[config.mk]
export PLATFORM = sky130hd
export DESIGN_NAME = pong_state_reader
export DESIGN_NICKNAME = d
export VERILOG_FILES = /design/src/rtl/pong_state_reader.sv
export SDC_FILE = /design/constraint.sdc
export NUM_CORES = 1
export LEC_CHECK = 0
export ABC_CLOCK_PERIOD_IN_PS = 3300
export BUFFER_PORTS_ARGS = -buffer_cell sky130_fd_sc_hd__buf_2
export CAP_MARGIN = 25
export CORE_MARGIN = 1.5
export CORE_UTILIZATION = 25
export DETAILED_ROUTE_END_ITERATION = 8
export PLACE_DENSITY = 0.43
export SKIP_CTS_REPAIR_TIMING = 1
export SLEW_MARGIN = 20
export SYNTH_ARGS = -nofsm -noshare
export SYNTH_HDL_FRONTEND = slang
export SYNTH_SLANG_ARGS = --single-unit
[constraint.sdc]
create_clock -name clk -period 3.3 [get_ports clk]
set_input_delay 0.33 -clock clk [delete_from_list [all_inputs] [get_ports clk]]
set_output_delay 0.33 -clock clk [all_outputs]
set_load 0.005 [all_outputs]
[src/rtl/pong_state_reader.sv]
// -----------------------------------------------------------------------------
// pong_state_reader
//
// Host-side reader for the pong core's multiplexed 8-bit state output. Steps the
// core's output select through ball x, ball y, left paddle and right paddle,
// lets the core's registered output settle after each select change, captures
// each field into a shadow snapshot, then re-reads ball x to detect a snapshot
// torn by a core update. A coherent (or, after retries run out, torn) snapshot
// is published on a valid/ready handshake. Per-side score counters are derived
// from the published ball x reaching a screen edge.
//
// Ports:
//   clk          single clock
//   rst          asynchronous active-high reset
//   sel_out      core output select (0=ball x, 1=ball y, 2=left pad, 3=right pad)
//   data_in      core's registered state output
//   snap_ball_x  published ball x
//   snap_ball_y  published ball y
//   snap_lpad    published left paddle y
//   snap_rpad    published right paddle y
//   snap_torn    snapshot never verified within MAX_RETRY retries
//   snap_valid   snapshot available
//   snap_ready   consumer accepts the snapshot
//   score_left   points for the left player (ball reached the right edge)
//   score_right  points for the right player (ball reached the left edge)
//   score_clr    synchronous clear of both scores
// -----------------------------------------------------------------------------
module pong_state_reader #(
   parameter int SETTLE        = 2,
   parameter int POLL_INTERVAL = 64,
   parameter int MAX_RETRY     = 3,
   parameter int SCREEN_WIDTH  = 160
) (
   input  logic       clk,
   input  logic       rst,
   output logic [1:0] sel_out,
   input  logic [7:0] data_in,
   output logic [7:0] snap_ball_x,
   output logic [7:0] snap_ball_y,
   output logic [7:0] snap_lpad,
   output logic [7:0] snap_rpad,
   output logic       snap_torn,
   output logic       snap_valid,
   input  logic       snap_ready,
   output logic [7:0] score_left,
   output logic [7:0] score_right,
   input  logic       score_clr
);

   localparam int               CNT_W      = 16;
   localparam logic [CNT_W-1:0] SETTLE_LD  = CNT_W'(SETTLE);
   localparam logic [CNT_W-1:0] POLL_LD    = CNT_W'(POLL_INTERVAL);
   localparam logic [7:0]       RETRY_MAX  = 8'(MAX_RETRY);
   localparam logic [7:0]       RIGHT_EDGE = 8'(SCREEN_WIDTH - 1);

   typedef enum logic [2:0] {
      ST_WAIT,
      ST_SELECT,
      ST_SETTLE,
      ST_VERIFY_SEL,
      ST_VERIFY,
      ST_PUBLISH
   } state_t;

   state_t           state_q, state_d;
   logic [1:0]       idx_q, idx_d;
   // One down-counter serves both the poll interval (WAIT) and the settle
   // windows (SETTLE/VERIFY); the two never overlap.
   logic [CNT_W-1:0] timer_q, timer_d;
   logic [7:0]       retry_q, retry_d;
   logic             torn_q, torn_d;
   logic [7:0]       shadow_q [0:3];
   logic [7:0]       shadow_d [0:3];
   logic [1:0]       sel_q, sel_d;
   logic [7:0]       snap_x_q, snap_x_d;
   logic [7:0]       snap_y_q, snap_y_d;
   logic [7:0]       snap_l_q, snap_l_d;
   logic [7:0]       snap_r_q, snap_r_d;
   logic             snap_torn_q, snap_torn_d;
   logic             snap_valid_q, snap_valid_d;
   logic [7:0]       score_l_q, score_l_d;
   logic [7:0]       score_r_q, score_r_d;
   logic [7:0]       prev_x_q, prev_x_d;
   logic             inc_left, inc_right;

   always_comb begin
      state_d      = state_q;
      idx_d        = idx_q;
      timer_d      = timer_q;
      retry_d      = retry_q;
      torn_d       = torn_q;
      shadow_d     = shadow_q;
      sel_d        = sel_q;
      snap_x_d     = snap_x_q;
      snap_y_d     = snap_y_q;
      snap_l_d     = snap_l_q;
      snap_r_d     = snap_r_q;
      snap_torn_d  = snap_torn_q;
      snap_valid_d = snap_valid_q;
      prev_x_d     = prev_x_q;
      inc_left     = 1'b0;
      inc_right    = 1'b0;

      case (state_q)
         ST_WAIT: begin
            if (timer_q <= CNT_W'(1)) begin
               state_d = ST_SELECT;
               idx_d   = 2'd0;
               sel_d   = 2'd0;
            end else begin
               timer_d = timer_q - CNT_W'(1);
            end
         end

         ST_SELECT: begin
            timer_d = SETTLE_LD;
            state_d = ST_SETTLE;
         end

         ST_SETTLE: begin
            if (timer_q <= CNT_W'(1)) begin
               shadow_d[idx_q] = data_in;
               if (idx_q != 2'd3) begin
                  // sel_out moves together with the SELECT entry so it is
                  // already stable for the whole next settle window.
                  idx_d   = idx_q + 2'd1;
                  sel_d   = idx_q + 2'd1;
                  state_d = ST_SELECT;
               end else begin
                  sel_d   = 2'd0;
                  state_d = ST_VERIFY_SEL;
               end
            end else begin
               timer_d = timer_q - CNT_W'(1);
            end
         end

         ST_VERIFY_SEL: begin
            timer_d = SETTLE_LD;
            state_d = ST_VERIFY;
         end

         ST_VERIFY: begin
            if (timer_q <= CNT_W'(1)) begin
               // A core update between the ball x capture and now shows up
               // as a changed ball x; rescan rather than publish a mix.
               if (data_in == shadow_q[0]) begin
                  torn_d  = 1'b0;
                  state_d = ST_PUBLISH;
               end else if (retry_q < RETRY_MAX) begin
                  retry_d = retry_q + 8'd1;
                  idx_d   = 2'd0;
                  sel_d   = 2'd0;
                  state_d = ST_SELECT;
               end else begin
                  torn_d  = 1'b1;
                  state_d = ST_PUBLISH;
               end
            end else begin
               timer_d = timer_q - CNT_W'(1);
            end
         end

         ST_PUBLISH: begin
            // snap_valid is always low on entry, so it marks the entry cycle.
            if (!snap_valid_q) begin
               snap_x_d     = shadow_q[0];
               snap_y_d     = shadow_q[1];
               snap_l_d     = shadow_q[2];
               snap_r_d     = shadow_q[3];
               snap_torn_d  = torn_q;
               snap_valid_d = 1'b1;
               // Torn snapshots neither score nor become the edge reference.
               if (!torn_q) begin
                  inc_right = (shadow_q[0] == 8'd0) && (prev_x_q != 8'd0);
                  inc_left  = (shadow_q[0] == RIGHT_EDGE) && (prev_x_q != RIGHT_EDGE);
                  prev_x_d  = shadow_q[0];
               end
            end else if (snap_ready) begin
               snap_valid_d = 1'b0;
               retry_d      = 8'd0;
               timer_d      = POLL_LD;
               state_d      = ST_WAIT;
            end
         end

         default: begin
            state_d = ST_WAIT;
            timer_d = CNT_W'(1);
         end
      endcase

      score_l_d = score_l_q;
      score_r_d = score_r_q;
      if (score_clr) begin
         score_l_d = 8'd0;
         score_r_d = 8'd0;
      end else begin
         if (inc_left && (score_l_q != 8'hFF)) begin
            score_l_d = score_l_q + 8'd1;
         end
         if (inc_right && (score_r_q != 8'hFF)) begin
            score_r_d = score_r_q + 8'd1;
         end
      end
   end

   always_ff @(posedge clk or posedge rst) begin
      if (rst) begin
         state_q      <= ST_WAIT;
         idx_q        <= 2'd0;
         timer_q      <= CNT_W'(1);
         retry_q      <= 8'd0;
         torn_q       <= 1'b0;
         shadow_q     <= '{default: 8'd0};
         sel_q        <= 2'd0;
         snap_x_q     <= 8'd0;
         snap_y_q     <= 8'd0;
         snap_l_q     <= 8'd0;
         snap_r_q     <= 8'd0;
         snap_torn_q  <= 1'b0;
         snap_valid_q <= 1'b0;
         score_l_q    <= 8'd0;
         score_r_q    <= 8'd0;
         // 1 is not an edge, so a first snapshot at either edge scores.
         prev_x_q     <= 8'd1;
      end else begin
         state_q      <= state_d;
         idx_q        <= idx_d;
         timer_q      <= timer_d;
         retry_q      <= retry_d;
         torn_q       <= torn_d;
         shadow_q     <= shadow_d;
         sel_q        <= sel_d;
         snap_x_q     <= snap_x_d;
         snap_y_q     <= snap_y_d;
         snap_l_q     <= snap_l_d;
         snap_r_q     <= snap_r_d;
         snap_torn_q  <= snap_torn_d;
         snap_valid_q <= snap_valid_d;
         score_l_q    <= score_l_d;
         score_r_q    <= score_r_d;
         prev_x_q     <= prev_x_d;
      end
   end

   assign sel_out     = sel_q;
   assign snap_ball_x = snap_x_q;
   assign snap_ball_y = snap_y_q;
   assign snap_lpad   = snap_l_q;
   assign snap_rpad   = snap_r_q;
   assign snap_torn   = snap_torn_q;
   assign snap_valid  = snap_valid_q;
   assign score_left  = score_l_q;
   assign score_right = score_r_q;

endmodule

* Word level (Yosys, flattened, before mapping)
Index checks and enable logic that the tools add are counted.
Word-level totals: logic and storage cells 121, output and inout bits 52, register bits after elaboration 122, input port bits 12
Cells by class: muxes and demuxes 46, add/subtract/negate cells 5, reductions and logical operators 23, magnitude comparators 4, bitwise logic cells 3, eq/ne operators 21
Operators with widths (number):
- $mux W8 | 10
- $mux W16 | 3
- $pmux W16 S3 | 1
- $bwmux W32 | 1
- $add A8 B1 Y8 const B | 3
- $ne A8 B8 Y1 const B | 3
- $ne A2 B2 Y1 const B | 11
- $mux W3 | 7
- $mux W2 | 9
- $pmux W3 S6 | 1
- $demux W8 S2 | 1
- $le A16 B1 Y1 const B | 1
- $pmux W8 S2 | 1
- $sub A16 B1 Y16 const B | 1
- $pmux W2 S3 | 2
- $reduce_and A6 Y1 | 2
- $mux W1 | 10
- $reduce_and A3 Y1 | 3
- $eq A8 B8 Y1 | 1
- $eq A8 B8 Y1 const B | 1
- $logic_not A8 Y1 | 1
- $lt A8 B2 Y1 const B | 1
- $reduce_bool A8 Y1 | 1
- $reduce_and A7 Y1 | 1
- other kinds (16) | 26

* Depth between registers and ports, before layout
word-level depth 8, gate-level depth with buffers 8

* Least setup slack after synthesis
No wires, ideal clock.
path kind register to register, from register timer_q[6], to register idx_q[0], data arrival time 2.549 ns, required time 3.175 ns, buffers on the path 1, period minus slack after synthesis 2.674 ns, stages on the path, launching flop included 7, setup slack 0.626 ns, cells stage by stage dfrtp_1 -> or4_4 -> or4_1 -> buf_2 -> nor3_4 -> and4b_4 -> mux2_2
Between the ends: cells in the longest elaborated chain, start to end 3, elaborated cells between the ends (all ways) 5, those cells by class order compare: 1; eq/ne: 3; reduce/logical: 1
RTL lines:
- from (decl) | RTL line 69 | logic [CNT_W-1:0] timer_q, timer_d;
- from (signal assigned) | RTL line 230 | timer_q <= timer_d;
- $le A16 B1 Y1 (*) | RTL line 106, 121, 144
- $ne A2 B2 Y1 (no line)
- $reduce_and A7 Y1 (no line) (*)
- to (signal assigned) | RTL line 229 | idx_q <= idx_d;
- to (decl) | RTL line 66 | logic [1:0] idx_q, idx_d;
Mark *: on every way between the ends. The rest lies on a longest branch, timed or not. A chain may end at the register's enable or synchronous reset.

* Final worst setup path
from register timer_q[6], to register retry_q[0]
Between the ends: cells in the longest elaborated chain, start to end 3
RTL lines:
- $le A16 B1 Y1 | RTL line 144 | if (timer_q <= CNT_W'(1)) begin
- $ne A2 B2 Y1 (no line)
- $reduce_and A6 Y1 (no line)
- to (signal assigned) | RTL line 231 | retry_q <= retry_d;
- to (decl) | RTL line 70 | logic [7:0] retry_q, retry_d;
Every way passes these cells.

==> metrics <==
post-synth design cell area around 5500 um2; most instantiated flip-flop cell in the synthesis netlist dfrtp_1; internal reg-to-reg setup slack approximately 0.54 ns; status finished with violations; dominant cells by area after synthesis dfrtp_1, mux2_2, or4_1; count of nets left with antenna violations after detail routing 0; final critical-path setup slack 0.540 ns; cts bufs inserted 17; Max IR drop VDD 0.000361 V; parity-gate share of the synthesized area counting xor and xnor cells 2.37%; Synth top cells by count dfrtp_1, mux2_2, nand2_1, nor2_1, or4_1; synthesis-to-layout area growth 23.2%; sequential share of the synthesized area 55.1%; worst endpoint data arrival time 3.07 ns; overall overflow remaining after global route 0; horizontal extent of the die 152 um; net count of the mapped netlist 468; mux share of post-synthesis cell area 16.4%; count of nets after finishing 545; total setup violations reported at the end of the flow 0; largest fanout on the critical path 6; shortest clock period the worst path allows after layout about 2.8 ns; insertion delay of the later-clocked pin in the worst-skew pair 0.42 ns; clock input transition at the sequential cells of the worst setup and hold paths about 0.06 ns; pwr dens 666 nW/um2; Die Outline Area 23100 um2; initial antenna violation count 0; path class of the lowest-slack min-delay path primary input to asynchronous set/reset pin; most repeated cell in the gate-level netlist after synthesis dfrtp_1; wire length of the first global-routing pass 21600 um; post-synthesis cell type with the largest combined area dfrtp_1; largest net degree at the start of global routing 63; worst endpoint required time 3.61 ns; type of element launching the critical path flip-flop; vias 3860; final max-slew violation count 0; core box area 21800 um2; GR Util All Layers about an eighth; total of warnings raised by yosys 0; number of buffers added on ports 63; number of cells produced by synthesis 447; mean number of vias per cell 4.73; total of flip-flops plus latches after synthesis 122; worst clock skew roughly 0.018 ns; via count of the first global-routing pass 4071; compound-cell area share of the yosys netlist 5.89%; count of unique library cells instantiated by Yosys 54; adder-cell share of the synthesized area 2.03%; max cap viols 0; leakage dissipation 3.14 nW; dominant combinational cell family by area after synthesis simple AND/OR/NAND/NOR gates; standard-cell row count 54; WHS -0.00774 ns; root buffer cell clkbuf_16; number of I/O pins 64; final weighted congestion in routability-driven placement 0.741; Max Freq about 0.36 GHz; sum of net half-perimeters after detailed placement a little under 9000 um; aggregate routed wire length 12800 um; Register-to-Register Path Depth 5; Crit Reg-Reg Endpoint retry_q[0]; CTS tree built; Max clock buf depth 2; die height 152 um; FFs w/ async S/R, synth between 90% and 100%; origin of the critical flop-to-flop path timer_q[6]; CP Capture Type flip-flop; unrepaired setup endpoints after global routing no; worst slew pin tran 0.753 ns; synthesized-area fraction occupied by and/or/nand/nor cells 16.4%; Setup Total Neg Slack 0 ns; count of flip-flops with a built-in enable after synthesis 0; type of the worst setup path flip-flop to flip-flop; layout cells sized above 1 37.3%; residual DRC count 0; Setup Slack @ Placement 0.554 ns; number of iterations in the first detailed-routing pass 4; initial core utilization 25.4%; H-tree levels 4; antenna cells 0; part of the cycle the worst path needs 83.6%; average routed wire per standard cell between 15 and 20 um; share of the synthesized area in the top cell type 54.1%; initial drt markers 170; violated checks negative hold slack; final number of hold-violating endpoints 7; Relative slew margins 49.6%; Syn Area/Cell 12.4 um2; total number of clock tree sinks 122
metal layers:
layer | GRT usage [%] | share of wire [%] | wire, um
met5 | 0 | 0 | 0
met4 | 4.30 | 1.4 | 178
met3 | 3.94 | 4.5 | 574
met2 | 18.3 | 47 | 5960
met1 | 15.1 | 47 | 6050
critical path, stage by stage (launching register included):
cell and delay, ns:
dfrtp_1 0.41, or4_4 0.56, or4_1 0.58, o41ai_1 0.46, and4bb_2 0.32, mux2_2 0.33
how the worst max path moves through the flow:
stage,slack [ns],start,end
after CTS,0.54,state_q[2],score_right[5]
after floorplan,0.63,timer_q[6],idx_q[0]
after global routing,0.36,state_q[2],score_right[5]
after detailed placement,0.55,state_q[2],score_right[5]
after global placement,0.57,state_q[2],score_right[5]
final,0.54,timer_q[6],retry_q[0]
through the flow:
step | cell area (um2) | cells | hold slack (ns) | utilization, % | total power [W]
floorplan | 5550 | 447 | 0.455 | - | 0.00251
global placement | 6260 | 785 | 0.459 | 28.7 | 0.00274
detailed placement | 6260 | 785 | 0.473 | 28.7 | 0.00277
CTS | 6840 | 816 | 0.0150 | 31.3 | 0.00463
global route | 6840 | 816 | 0.0258 | 31.3 | 0.00482
finish | 6840 | 816 | -0.00774 | 31.3 | 0.00455
cells in the final DEF (no fill, tap or decap), types with 11 or more instances in the layout:
master / instances
buf_2: 63
clkbuf_16: 17
or4_1: 17
o211ai_1: 12
nand2_1: 29
mux2_2: 77
xnor2_1: 11
nor2_1: 18
dfrtp_1: 120
o21ai_0: 12
a21oi_1: 12
power breakdown:
part           switching, W  leakage (nW)  internal, W  total (W)
Sequential         0.000255          1.58      0.00174    0.00199
Clock              0.000709         0.273      0.00111    0.00182
Combinational      0.000391          1.29     0.000349   0.000741
flip-flops by register name, indices dropped and copies added (netlist names):
| name | cells |
|---|---|
| score_left | 8 |
| sel_out | 2 |
| state_q | 3 |
| timer_q | 16 |
| retry_q | 8 |
| idx_q | 2 |
| snap_ball_y | 8 |
| torn_q | 1 |
| score_right | 8 |
| prev_x_q | 8 |
| snap_valid | 1 |
| snap_lpad | 8 |
| shadow_q | 32 |
| snap_rpad | 8 |
| snap_torn | 1 |
| snap_ball_x | 8 |
cells by family (layout without fill, tap and decap cells):
family,Yosys count,in the layout
and+or+nand+nor,145,145
DFF,122,122
muxes,81,81
AOI/OAI and AO/OA,50,50
buffers and inverters,25,114
xor gates and xnor gates,15,15
adders and majority gates,9,9
area by class of cell:
class / instances / area, um2
Fill cell: 2224 / 15000
Sequential cell: 122 / 3060
Multi-Input combinational cell: 300 / 2400
Clock buffer: 18 / 429
Timing Repair Buffer: 74 / 410
Tap cell: 280 / 350
Clock inverter: 13 / 149
Inverter: 9 / 37.5
(Power assumes the default switching activity.)
